--- config.mk ---
export PLATFORM = sky130hd
export DESIGN_NAME = sayim_birimi
export DESIGN_NICKNAME = d
export VERILOG_FILES = /design/src/rtl/sayim_birimi_pkg.sv /design/src/rtl/sayim_birimi_parca_sayici.sv /design/src/rtl/sayim_birimi.sv
export SDC_FILE = /design/constraint.sdc
export NUM_CORES = 1
export LEC_CHECK = 0
export BUFFER_PORTS_ARGS = -buffer_cell sky130_fd_sc_hd__buf_4
export CAP_MARGIN = 0
export CORE_ASPECT_RATIO = 1.5
export CORE_MARGIN = 2
export CORE_UTILIZATION = 35
export CTS_CLUSTER_SIZE = 12
export DETAILED_ROUTE_END_ITERATION = 12
export PLACE_DENSITY = 0.58
export SYNTH_ARGS = -nofsm -noshare
export SYNTH_HDL_FRONTEND = slang
export SYNTH_HIERARCHICAL = 1
export SYNTH_SLANG_ARGS = --single-unit
--- constraint.sdc ---
create_clock -name clk_i -period 5.6 [get_ports clk_i]
set_input_delay 1.12 -clock clk_i [delete_from_list [all_inputs] [get_ports clk_i]]
set_output_delay 1.12 -clock clk_i [all_outputs]
set_load 0.03 [all_outputs]
--- src/rtl/sayim_birimi_pkg.sv ---
// Shared constants for the bit-counting unit: opcodes, FSM state encodings, default sizes.
package sayim_birimi_pkg;

    localparam int unsigned VARSAYILAN_VERI_BIT = 32;
    localparam int unsigned VARSAYILAN_ADIM     = 4;

    localparam logic [1:0] OP_CNTP  = 2'd0;
    localparam logic [1:0] OP_CNTZ  = 2'd1;
    localparam logic [1:0] OP_CLZ   = 2'd2;
    localparam logic [1:0] OP_HMDST = 2'd3;

    localparam logic [1:0] BOSTA   = 2'd0;
    localparam logic [1:0] HESAPLA = 2'd1;
    localparam logic [1:0] SONUC   = 2'd2;

endpackage

--- src/rtl/sayim_birimi_parca_sayici.sv ---
// Combinational per-chunk counter: popcount, or trailing/leading zeros gated by the "one seen" flag.
module parca_sayici
    import sayim_birimi_pkg::*;
#(
    parameter int unsigned ADIM = VARSAYILAN_ADIM,
    parameter int unsigned PW   = $clog2(ADIM + 1)
) (
    input  logic [ADIM-1:0] parca,
    input  logic [1:0]      kip,
    input  logic            bir_goruldu,
    output logic [PW-1:0]   sayi,
    output logic            yeni_bir_goruldu
);

    int unsigned bir_sayisi;
    int unsigned sondaki_sifir;
    int unsigned bastaki_sifir;
    logic        bulundu_lsb;
    logic        bulundu_msb;

    always_comb begin
        bir_sayisi    = 0;
        sondaki_sifir = 0;
        bastaki_sifir = 0;
        bulundu_lsb   = 1'b0;
        bulundu_msb   = 1'b0;
        for (int i = 0; i < int'(ADIM); i++) begin
            if (parca[i]) begin
                bir_sayisi = bir_sayisi + 1;
            end
            if (!bulundu_lsb) begin
                if (parca[i]) bulundu_lsb = 1'b1;
                else          sondaki_sifir = sondaki_sifir + 1;
            end
        end
        for (int i = int'(ADIM) - 1; i >= 0; i--) begin
            if (!bulundu_msb) begin
                if (parca[i]) bulundu_msb = 1'b1;
                else          bastaki_sifir = bastaki_sifir + 1;
            end
        end
    end

    always_comb begin
        sayi             = '0;
        yeni_bir_goruldu = bir_goruldu;
        case (kip)
            OP_CNTZ: begin
                // Once a 1 has been seen, later chunks contribute nothing.
                if (!bir_goruldu) begin
                    sayi             = PW'(sondaki_sifir);
                    yeni_bir_goruldu = bulundu_lsb;
                end
            end
            OP_CLZ: begin
                if (!bir_goruldu) begin
                    sayi             = PW'(bastaki_sifir);
                    yeni_bir_goruldu = bulundu_msb;
                end
            end
            default: sayi = PW'(bir_sayisi);
        endcase
    end

endmodule

--- src/rtl/sayim_birimi.sv ---
// Multi-cycle bit counter (CNTP/CNTZ/CLZ/HMDST), ADIM bits per cycle.
// Optional macro SAYIM_ERKEN_BITIR_EN: CNTZ/CLZ finish on the chunk holding the first 1.
module sayim_birimi
    import sayim_birimi_pkg::*;
#(
    parameter int unsigned VERI_BIT = VARSAYILAN_VERI_BIT,
    parameter int unsigned ADIM     = VARSAYILAN_ADIM
) (
    input  logic                clk_i,
    input  logic                rst_i,
    input  logic [1:0]          islem_kod_i,
    input  logic [VERI_BIT-1:0] islem_islec1_i,
    input  logic [VERI_BIT-1:0] islem_islec2_i,
    input  logic                islem_gecerli_i,
    output logic                islem_hazir_o,
    input  logic                iptal_i,
    output logic [VERI_BIT-1:0] sonuc_o,
    output logic                sonuc_gecerli_o,
    input  logic                sonuc_hazir_i
);

    localparam int unsigned N  = VERI_BIT / ADIM;
    localparam int unsigned AW = $clog2(VERI_BIT + 1);
    localparam int unsigned PW = $clog2(ADIM + 1);
    localparam int unsigned CW = (N > 1) ? $clog2(N) : 1;

    if (VERI_BIT % ADIM != 0) begin : g_boyut_hatasi
        $error("sayim_birimi: VERI_BIT must be a multiple of ADIM");
    end

    logic [1:0]          durum_q;
    logic [1:0]          kod_q;
    logic [VERI_BIT-1:0] veri_q;
    logic [AW-1:0]       acc_q;
    logic [CW-1:0]       sayac_q;
    logic                bir_q;

    logic [ADIM-1:0]     parca;
    logic [PW-1:0]       parca_sayi;
    logic                yeni_bir;
    logic                son_parca;

    // CLZ walks MSB-first, everything else LSB-first; the operand register shifts accordingly.
    assign parca = (kod_q == OP_CLZ) ? veri_q[VERI_BIT-1 -: ADIM] : veri_q[ADIM-1:0];

    parca_sayici #(
        .ADIM (ADIM),
        .PW   (PW)
    ) u_parca_sayici (
        .parca            (parca),
        .kip              (kod_q),
        .bir_goruldu      (bir_q),
        .sayi             (parca_sayi),
        .yeni_bir_goruldu (yeni_bir)
    );

`ifdef SAYIM_ERKEN_BITIR_EN
    assign son_parca = (sayac_q == CW'(N - 1)) ||
                       (((kod_q == OP_CNTZ) || (kod_q == OP_CLZ)) && yeni_bir);
`else
    assign son_parca = (sayac_q == CW'(N - 1));
`endif

    always_ff @(posedge clk_i or posedge rst_i) begin
        if (rst_i) begin
            durum_q <= BOSTA;
            kod_q   <= OP_CNTP;
            veri_q  <= '0;
            acc_q   <= '0;
            sayac_q <= '0;
            bir_q   <= 1'b0;
        end else if (iptal_i) begin
            durum_q <= BOSTA;
            acc_q   <= '0;
            sayac_q <= '0;
            bir_q   <= 1'b0;
        end else begin
            case (durum_q)
                BOSTA: begin
                    if (islem_gecerli_i) begin
                        kod_q   <= islem_kod_i;
                        veri_q  <= (islem_kod_i == OP_HMDST) ? (islem_islec1_i ^ islem_islec2_i)
                                                             : islem_islec1_i;
                        acc_q   <= '0;
                        sayac_q <= '0;
                        bir_q   <= 1'b0;
                        durum_q <= HESAPLA;
                    end
                end
                HESAPLA: begin
                    acc_q   <= acc_q + AW'(parca_sayi);
                    bir_q   <= yeni_bir;
                    sayac_q <= sayac_q + 1'b1;
                    veri_q  <= (kod_q == OP_CLZ) ? (veri_q << ADIM) : (veri_q >> ADIM);
                    if (son_parca) begin
                        durum_q <= SONUC;
                    end
                end
                SONUC: begin
                    if (sonuc_hazir_i) begin
                        durum_q <= BOSTA;
                    end
                end
                default: durum_q <= BOSTA;
            endcase
        end
    end

    assign islem_hazir_o   = (durum_q == BOSTA);
    assign sonuc_gecerli_o = (durum_q == SONUC);
    assign sonuc_o         = (durum_q == SONUC) ? VERI_BIT'(acc_q) : '0;

endmodule

After elaboration in Yosys (flattened, before gate mapping):

Cells that the tools add are included.

* output and inout port bits: 34
* register bits after elaboration: 46
* input bits: 71
* word-level logic and storage cells: 92

* bitwise gates (word level): 2
* mux-type cells: 54
* reductions and logical operators: 8
* add/subtract/negate cells: 11
* eq/ne operators: 11

Operators with widths (count)
* two-way mux 32 bit: 3
* one-hot mux 32 bit (2 select lines): 1
* two-way mux 3 bit: 16
* bitwise XOR 32 bit: 1
* adder 3 x 1 -> 3 bit, second input constant: 6
* two-way mux 6 bit: 3
* two-way mux 1 bit: 17
* two-way mux 2 bit: 7
* one-hot mux 3 bit (2 select lines): 2
* one-hot mux 6 bit (2 select lines): 1
* AND reduction 3 bit: 4
* adder 1 x 1 -> 2 bit, second input constant: 3
* adder 6 x 3 -> 6 bit: 1
* == test 2 bit, second input constant: 3
* != test 3 x 2 -> 1 bit, second input constant: 2
* one-hot mux 2 bit (3 select lines): 1
* == test 2 x 1 -> 1 bit, second input constant: 2
* two-way mux 4 bit: 1
* != test 4 x 3 -> 1 bit, second input constant: 1
* one-hot mux 1 bit (2 select lines): 2
* adder 2 x 1 -> 3 bit, second input constant: 1
* == test 3 bit, second input constant: 1
* != test 3 bit, second input constant: 1
* nonzero test 3 bit: 1
* other kinds (5): 5

Logic depth before layout (Yosys ltp):

* word-level depth: 17
* mapped depth: 18
* depth with buffers taken out: 16

Cells and area by module:

The synthesis kept the hierarchy.

By module, submodules not included
* sayim_birimi: seq. area each 1151.1 µm², cells each 331, area an instance 3150.5 µm², times used 1
* parca_sayici: seq. area each 0.0 µm², cells each 52, area an instance 394.1 µm², times used 1

Worst setup path after synthesis:

Ideal clock, no wire load.

* kind: register to register
* start: register kod_q[0]
* end: register acc_q[4]
* setup time: 82 ps
* required time: 5518 ps
* data arrival time: 3827 ps
* period minus slack after synthesis: 3909 ps
* cell stages (with the launch flop): 18
* setup slack: 1691 ps
* buffers on the path: 2
* path through: dfrtp_1 -> nand2b_1 -> buf_2 -> buf_1 -> nand2_1 -> nand2_1 -> inv_1 -> ha_1 -> ha_1 -> o21a_1 -> ha_1 -> mux2_2 -> o2111ai_1 -> o221ai_1 -> fa_1 -> a21o_1 -> a21bo_2 -> a31oi_1

* elaborated cells between the ends (all ways): 44
* those cells by class: add/sub: 10; eq/ne: 2; mux: 32

RTL lines
* start: declaration: RTL line sayim_birimi.sv:32 `logic [1:0] kod_q;`
* start signal: assignment: RTL line sayim_birimi.sv:81 `kod_q <= islem_kod_i;`
* == test 2 bit (*): RTL line sayim_birimi.sv:44 `assign parca = (kod_q == OP_CLZ) ? veri_q[VERI_BIT-1 -: ADIM] : veri_q[ADIM-1:0];`
* two-way mux 4 bit (*): RTL line sayim_birimi.sv:44
* net parca[1]: RTL line sayim_birimi.sv:38 `logic [ADIM-1:0] parca;`
* two-way mux 2 bit: RTL line sayim_birimi_parca_sayici.sv:32 `if (parca[i]) bulundu_lsb = 1'b1;`
* two-way mux 3 bit: RTL line sayim_birimi_parca_sayici.sv:31 `if (!bulundu_lsb) begin`
* adder 3 x 1 -> 3 bit: RTL line sayim_birimi_parca_sayici.sv:33 `else sondaki_sifir = sondaki_sifir + 1;`
* two-way mux 3 bit: RTL line sayim_birimi_parca_sayici.sv:32
* two-way mux 3 bit: RTL line sayim_birimi_parca_sayici.sv:31
* adder 3 x 1 -> 3 bit: RTL line sayim_birimi_parca_sayici.sv:33
* two-way mux 3 bit: RTL line sayim_birimi_parca_sayici.sv:32
* two-way mux 3 bit: RTL line sayim_birimi_parca_sayici.sv:31
* two-way mux 3 bit: RTL line sayim_birimi_parca_sayici.sv:50 `if (!bir_goruldu) begin`
* one-hot mux 3 bit (2 select lines) (*): RTL line sayim_birimi_parca_sayici.sv:47 `case (kip)`
* net parca_sayi[1]: RTL line sayim_birimi.sv:39 `logic [PW-1:0] parca_sayi;`
* adder 6 x 3 -> 6 bit (*): RTL line sayim_birimi.sv:91 `acc_q <= acc_q + AW'(parca_sayi);`
* one-hot mux 6 bit (2 select lines) (*): RTL line sayim_birimi.sv:78 `case (durum_q)`
* two-way mux 6 bit (*): RTL line sayim_birimi.sv:72 `end else if (iptal_i) begin`
* end signal: assignment: RTL line sayim_birimi.sv:91
* end: declaration: RTL line sayim_birimi.sv:34 `logic [AW-1:0] acc_q;`

Mark *: on every way through the listed nets, which the timed path passes. The rest lies on a longest branch.
A chain may end at the register's enable or synchronous reset.

Worst setup path in the final report:

* start: register kod_q[0]
* end: register acc_q[4]

* cells in the longest elaborated chain, start to end: 17
* elaborated cells between the ends (all ways): 44
* those cells by class: add/sub: 10; eq/ne: 2; mux: 32

RTL lines (RTL line)
* == test 2 bit (*): sayim_birimi.sv:44
* two-way mux 4 bit (*): sayim_birimi.sv:44
* net parca[0]: sayim_birimi.sv:38
* two-way mux 1 bit: sayim_birimi_parca_sayici.sv:32
* adder 1 x 1 -> 2 bit: sayim_birimi_parca_sayici.sv:33
* two-way mux 2 bit: sayim_birimi_parca_sayici.sv:32
* two-way mux 3 bit: sayim_birimi_parca_sayici.sv:31
* adder 3 x 1 -> 3 bit: sayim_birimi_parca_sayici.sv:33
* [3 not listed]
* two-way mux 3 bit: sayim_birimi_parca_sayici.sv:32
* two-way mux 3 bit: sayim_birimi_parca_sayici.sv:31
* two-way mux 3 bit: sayim_birimi_parca_sayici.sv:50
* one-hot mux 3 bit (2 select lines) (*): sayim_birimi_parca_sayici.sv:47
* net parca_sayi[1]: sayim_birimi.sv:39
* adder 6 x 3 -> 6 bit (*): sayim_birimi.sv:91
* one-hot mux 6 bit (2 select lines) (*): sayim_birimi.sv:78
* two-way mux 6 bit (*): sayim_birimi.sv:72

Marked as above.

==> key figures <==
Worst setup path
  – CP top delay family: adder cells
  – Startpoint Class: register
  – Crit-path max FO: 15
  – CP Data Required Time: 5.81 ns
  – Most common cell on crit path: ha_1
  – CP max-delay cell: nand2b_1
  – Crit-path cells: nand2b_1, nand2_1, nand2_1, inv_1, ha_1, ha_1, o21a_1, ha_1, mux2_2, o2111ai_1, o221ai_1, fa_1, a21o_1, a21bo_2, a31oi_1
  – Max incr delay on CP: 0.58 ns
  – Buf+Inv Stages, Crit Path: 1
  – Crit path kind: register to register
  – Endpoint type of the worst setup path: register
  – Critical Path AT: 4.41 ns

Logic synthesis
  – Adder-cell share of the synthesized area: 5.86%
  – Largest family of logic cells by synthesized area: compound AO/OA/AOI/OAI gates
  – Synthesized area per cell: 9.25 µm²
  – Post-synth ARST share: 100%
  – Sequential fraction of the synthesis area: 32.5%
  – Post-synthesis compound-gate area fraction: 19.1%
  – Synth Warn #: 6
  – Distinct cells, synth: 47
  – Synth Area in XOR/XNOR: 9.64%
  – Simple-gate share of the synthesized area: 13.2%
  – Post-synth EDFFs: 0
  – Synthesized area: 3540 µm²
  – Number of synthesized register bits: 46
  – Ys flop type: dfrtp_1
  – Mux share of post-synthesis cell area: 8.61%
  – Post-Syn Instances: 383

Timing
  – TNS Setup: 0 ns
  – Worst-margin pin slew: 1.03 ns
  – Final worst-path cycle share: 74.9%
  – Final min period: 4.20 ns
  – RSZ-0062 raised after global routing: false
  – Count of final setup violators: 0
  – Fmax: 238 MHz
  – Clock Skew: 0.00621 ns
  – Worst slew margin relative to its limit: 31.5%
  – Slew Viols, Final: 0
  – Final hold violation count: 0

Layout
  – Area Overhead vs Synth: 20.2%
  – # diodes: 0
  – Layout cell share with drive strength beyond 1: 22.9%
  – Post-route cell area: 4260 µm²
  – Fillers: 971
  – Fin nets: 531
  – Area occupied by multi-input gates: 2100 µm²
  – Commonest non-fill, non-tap cell in the layout: buf_4
  – Most frequent cells in the layout: buf_4, dfrtp_1, nand3_1
  – Register cell area after layout: 1150 µm²

Route
  – DR pass1 iterations: 4
  – WL final: 8850 µm
  – Antenna Violating Nets Remaining: 0
  – DRC violations left: 0
  – DRT iter0 DRCs: 153
  – WL per Instance: 15.7 µm
  – Vias: 3037
  – Vias per inst: 5.40

Die
  – Num rows: 45
  – Die Wd: 86.2 µm
  – Core Area: 9970 µm²
  – Die footprint: 11000 µm²
  – Die H: 127 µm
  – Ports: 105
  – Initial core utilization: 35.6%

Power and ir drop
  – PwrDens: 313 nW/µm²
  – Static leakage: 2.01 nW
  – Switching power: 0.456 mW
  – Logic gate share of total power: 36.2%
  – Worst vdd ir: 0.135 mV
  – Internal Pwr Total: 0.878 mW
  – Seq pwr share: 33.8%
  – Clock Power Share: 30.0%
  – Switching part of the total: 34.2%

GRT
  – First-pass GRT wire length: 14500 µm
  – Initial antenna violation count: 0
  – Vias in the first global route: 2920
  – Grt ovf: 0
  – GRT Total Usage: 16.4%
  – Largest net degree at the start of global routing: 47

Worst hold path
  – Hold Path Class: register to register

Clock tree
  – Worst-Skew Late Latency: 0.29 ns
  – Reg clk slew, reported paths: 0.07 ns
  – CTS tree: built
  – Root Driver: clkbuf_16
  – H-tree depth: 2
  – Clock Path Buffers: 2
  – # clock sinks: 46
  – Post-CTS Resized: 0
  – Hold_buf cts: 0
  – Num CTS Buffers: 5
  – Setup Buffers After CTS: 0

Flow run
  – Max Cap Viol: 0

Status
  – Outcome: finished clean

Place
  – IO Port Bufs: 78
  – Detailed placer's ending HPWL: 6470 µm
  – Routability cong.: 0.896
  – DP Area: 4060 µm²
## state kept, by name, indices dropped and copies added, names as in the netlist
signal	count
sayac_q	3
bir_q	1
kod_q	2
veri_q	32
acc_q	6
durum_q	2
## synthesized netlist by cell type (5+ instances only)
library cell,count,area (µm²)
o21ai_0,31,155
nand2_1,18,67.6
and2_1,7,43.8
buf_6,6,67.6
nor2_1,9,33.8
o221ai_1,25,219
buf_4,26,195
inv_1,9,33.8
mux2i_1,26,260
a31oi_1,5,31.3
xor2_1,35,307
ha_1,15,188
clkbuf_1,18,67.6
a22o_1,7,61.3
nand3_1,39,195
dfrtp_1,46,1150
o211ai_1,8,60.1
## final cells by class
class | count | area share (%)
multi-input cells | 298 | 49.3
flip-flops and latches | 46 | 27.0
repair buffers | 84 | 14.8
well taps | 117 | 3.44
clock buffers | 6 | 3.26
clock inverters | 2 | 1.41
inverters | 9 | 0.793
## power groups by stage
stage | clock, mW | sequential [mW] | combinational, mW
6_report | 0.400 | 0.451 | 0.483
2_1_floorplan | 0 | 0.430 | 0.388
5_1_grt | 0.415 | 0.456 | 0.536
3_5_place_dp | 0 | 0.455 | 0.481
3_3_place_gp | 0 | 0.454 | 0.462
4_1_cts | 0.403 | 0.449 | 0.483
## path summary, 6_finish.rpt
kind / start / end / slack [ns] / cells after the start
worst max-delay path: kod_q[0]$_DFFE_PP0P_ / acc_q[4]$_DFFE_PP0P_ / 1.40 / 15
worst min-delay path: acc_q[5]$_DFFE_PP0P_ / acc_q[5]$_DFFE_PP0P_ / 0.48 / 1
worst max register to register: kod_q[0]$_DFFE_PP0P_ / acc_q[4]$_DFFE_PP0P_ / 1.40 / 15
worst min register to register: acc_q[5]$_DFFE_PP0P_ / acc_q[5]$_DFFE_PP0P_ / 0.48 / 1
max in group asynchronous: rst_i / durum_q[0]$_DFFE_PP0P_ / 4.20 / 3
min in group asynchronous: rst_i / veri_q[2]$_DFFE_PP0P_ / 0.99 / 3
## per-layer routing
layer / global-route usage (%) / share of wire, % / vias up
met4: 4.96 / 2.0 / 0
li1: - / - / 1460
met3: 2.26 / 4.5 / 13
met5: 0 / 0 / -
met2: 28.7 / 52 / 97
met1: 20.9 / 42 / 1467
## kinds of logic after synthesis
kind of cell    count (synthesis)
mux                            30
compound gates                 96
buf+inv                        64
other cells                     1
fa+ha+maj                      16
xor+xnor                       39
simple gates                   91
flops                          46
## metrics by stage
step	util (%)	worst slack [ns]	power, mW	cells	hold WS [ns]
after floorplan	-	1.69	0.818	408	0.444
after global placement	40.8	1.56	0.916	554	0.470
after detailed placement	40.8	1.45	0.936	554	0.473
after CTS	42.7	1.42	1.34	562	0.482
after global routing	42.7	1.19	1.41	562	0.488
final	42.7	1.40	1.33	562	0.480
Note: power is estimated with default switching activity, not from simulation.
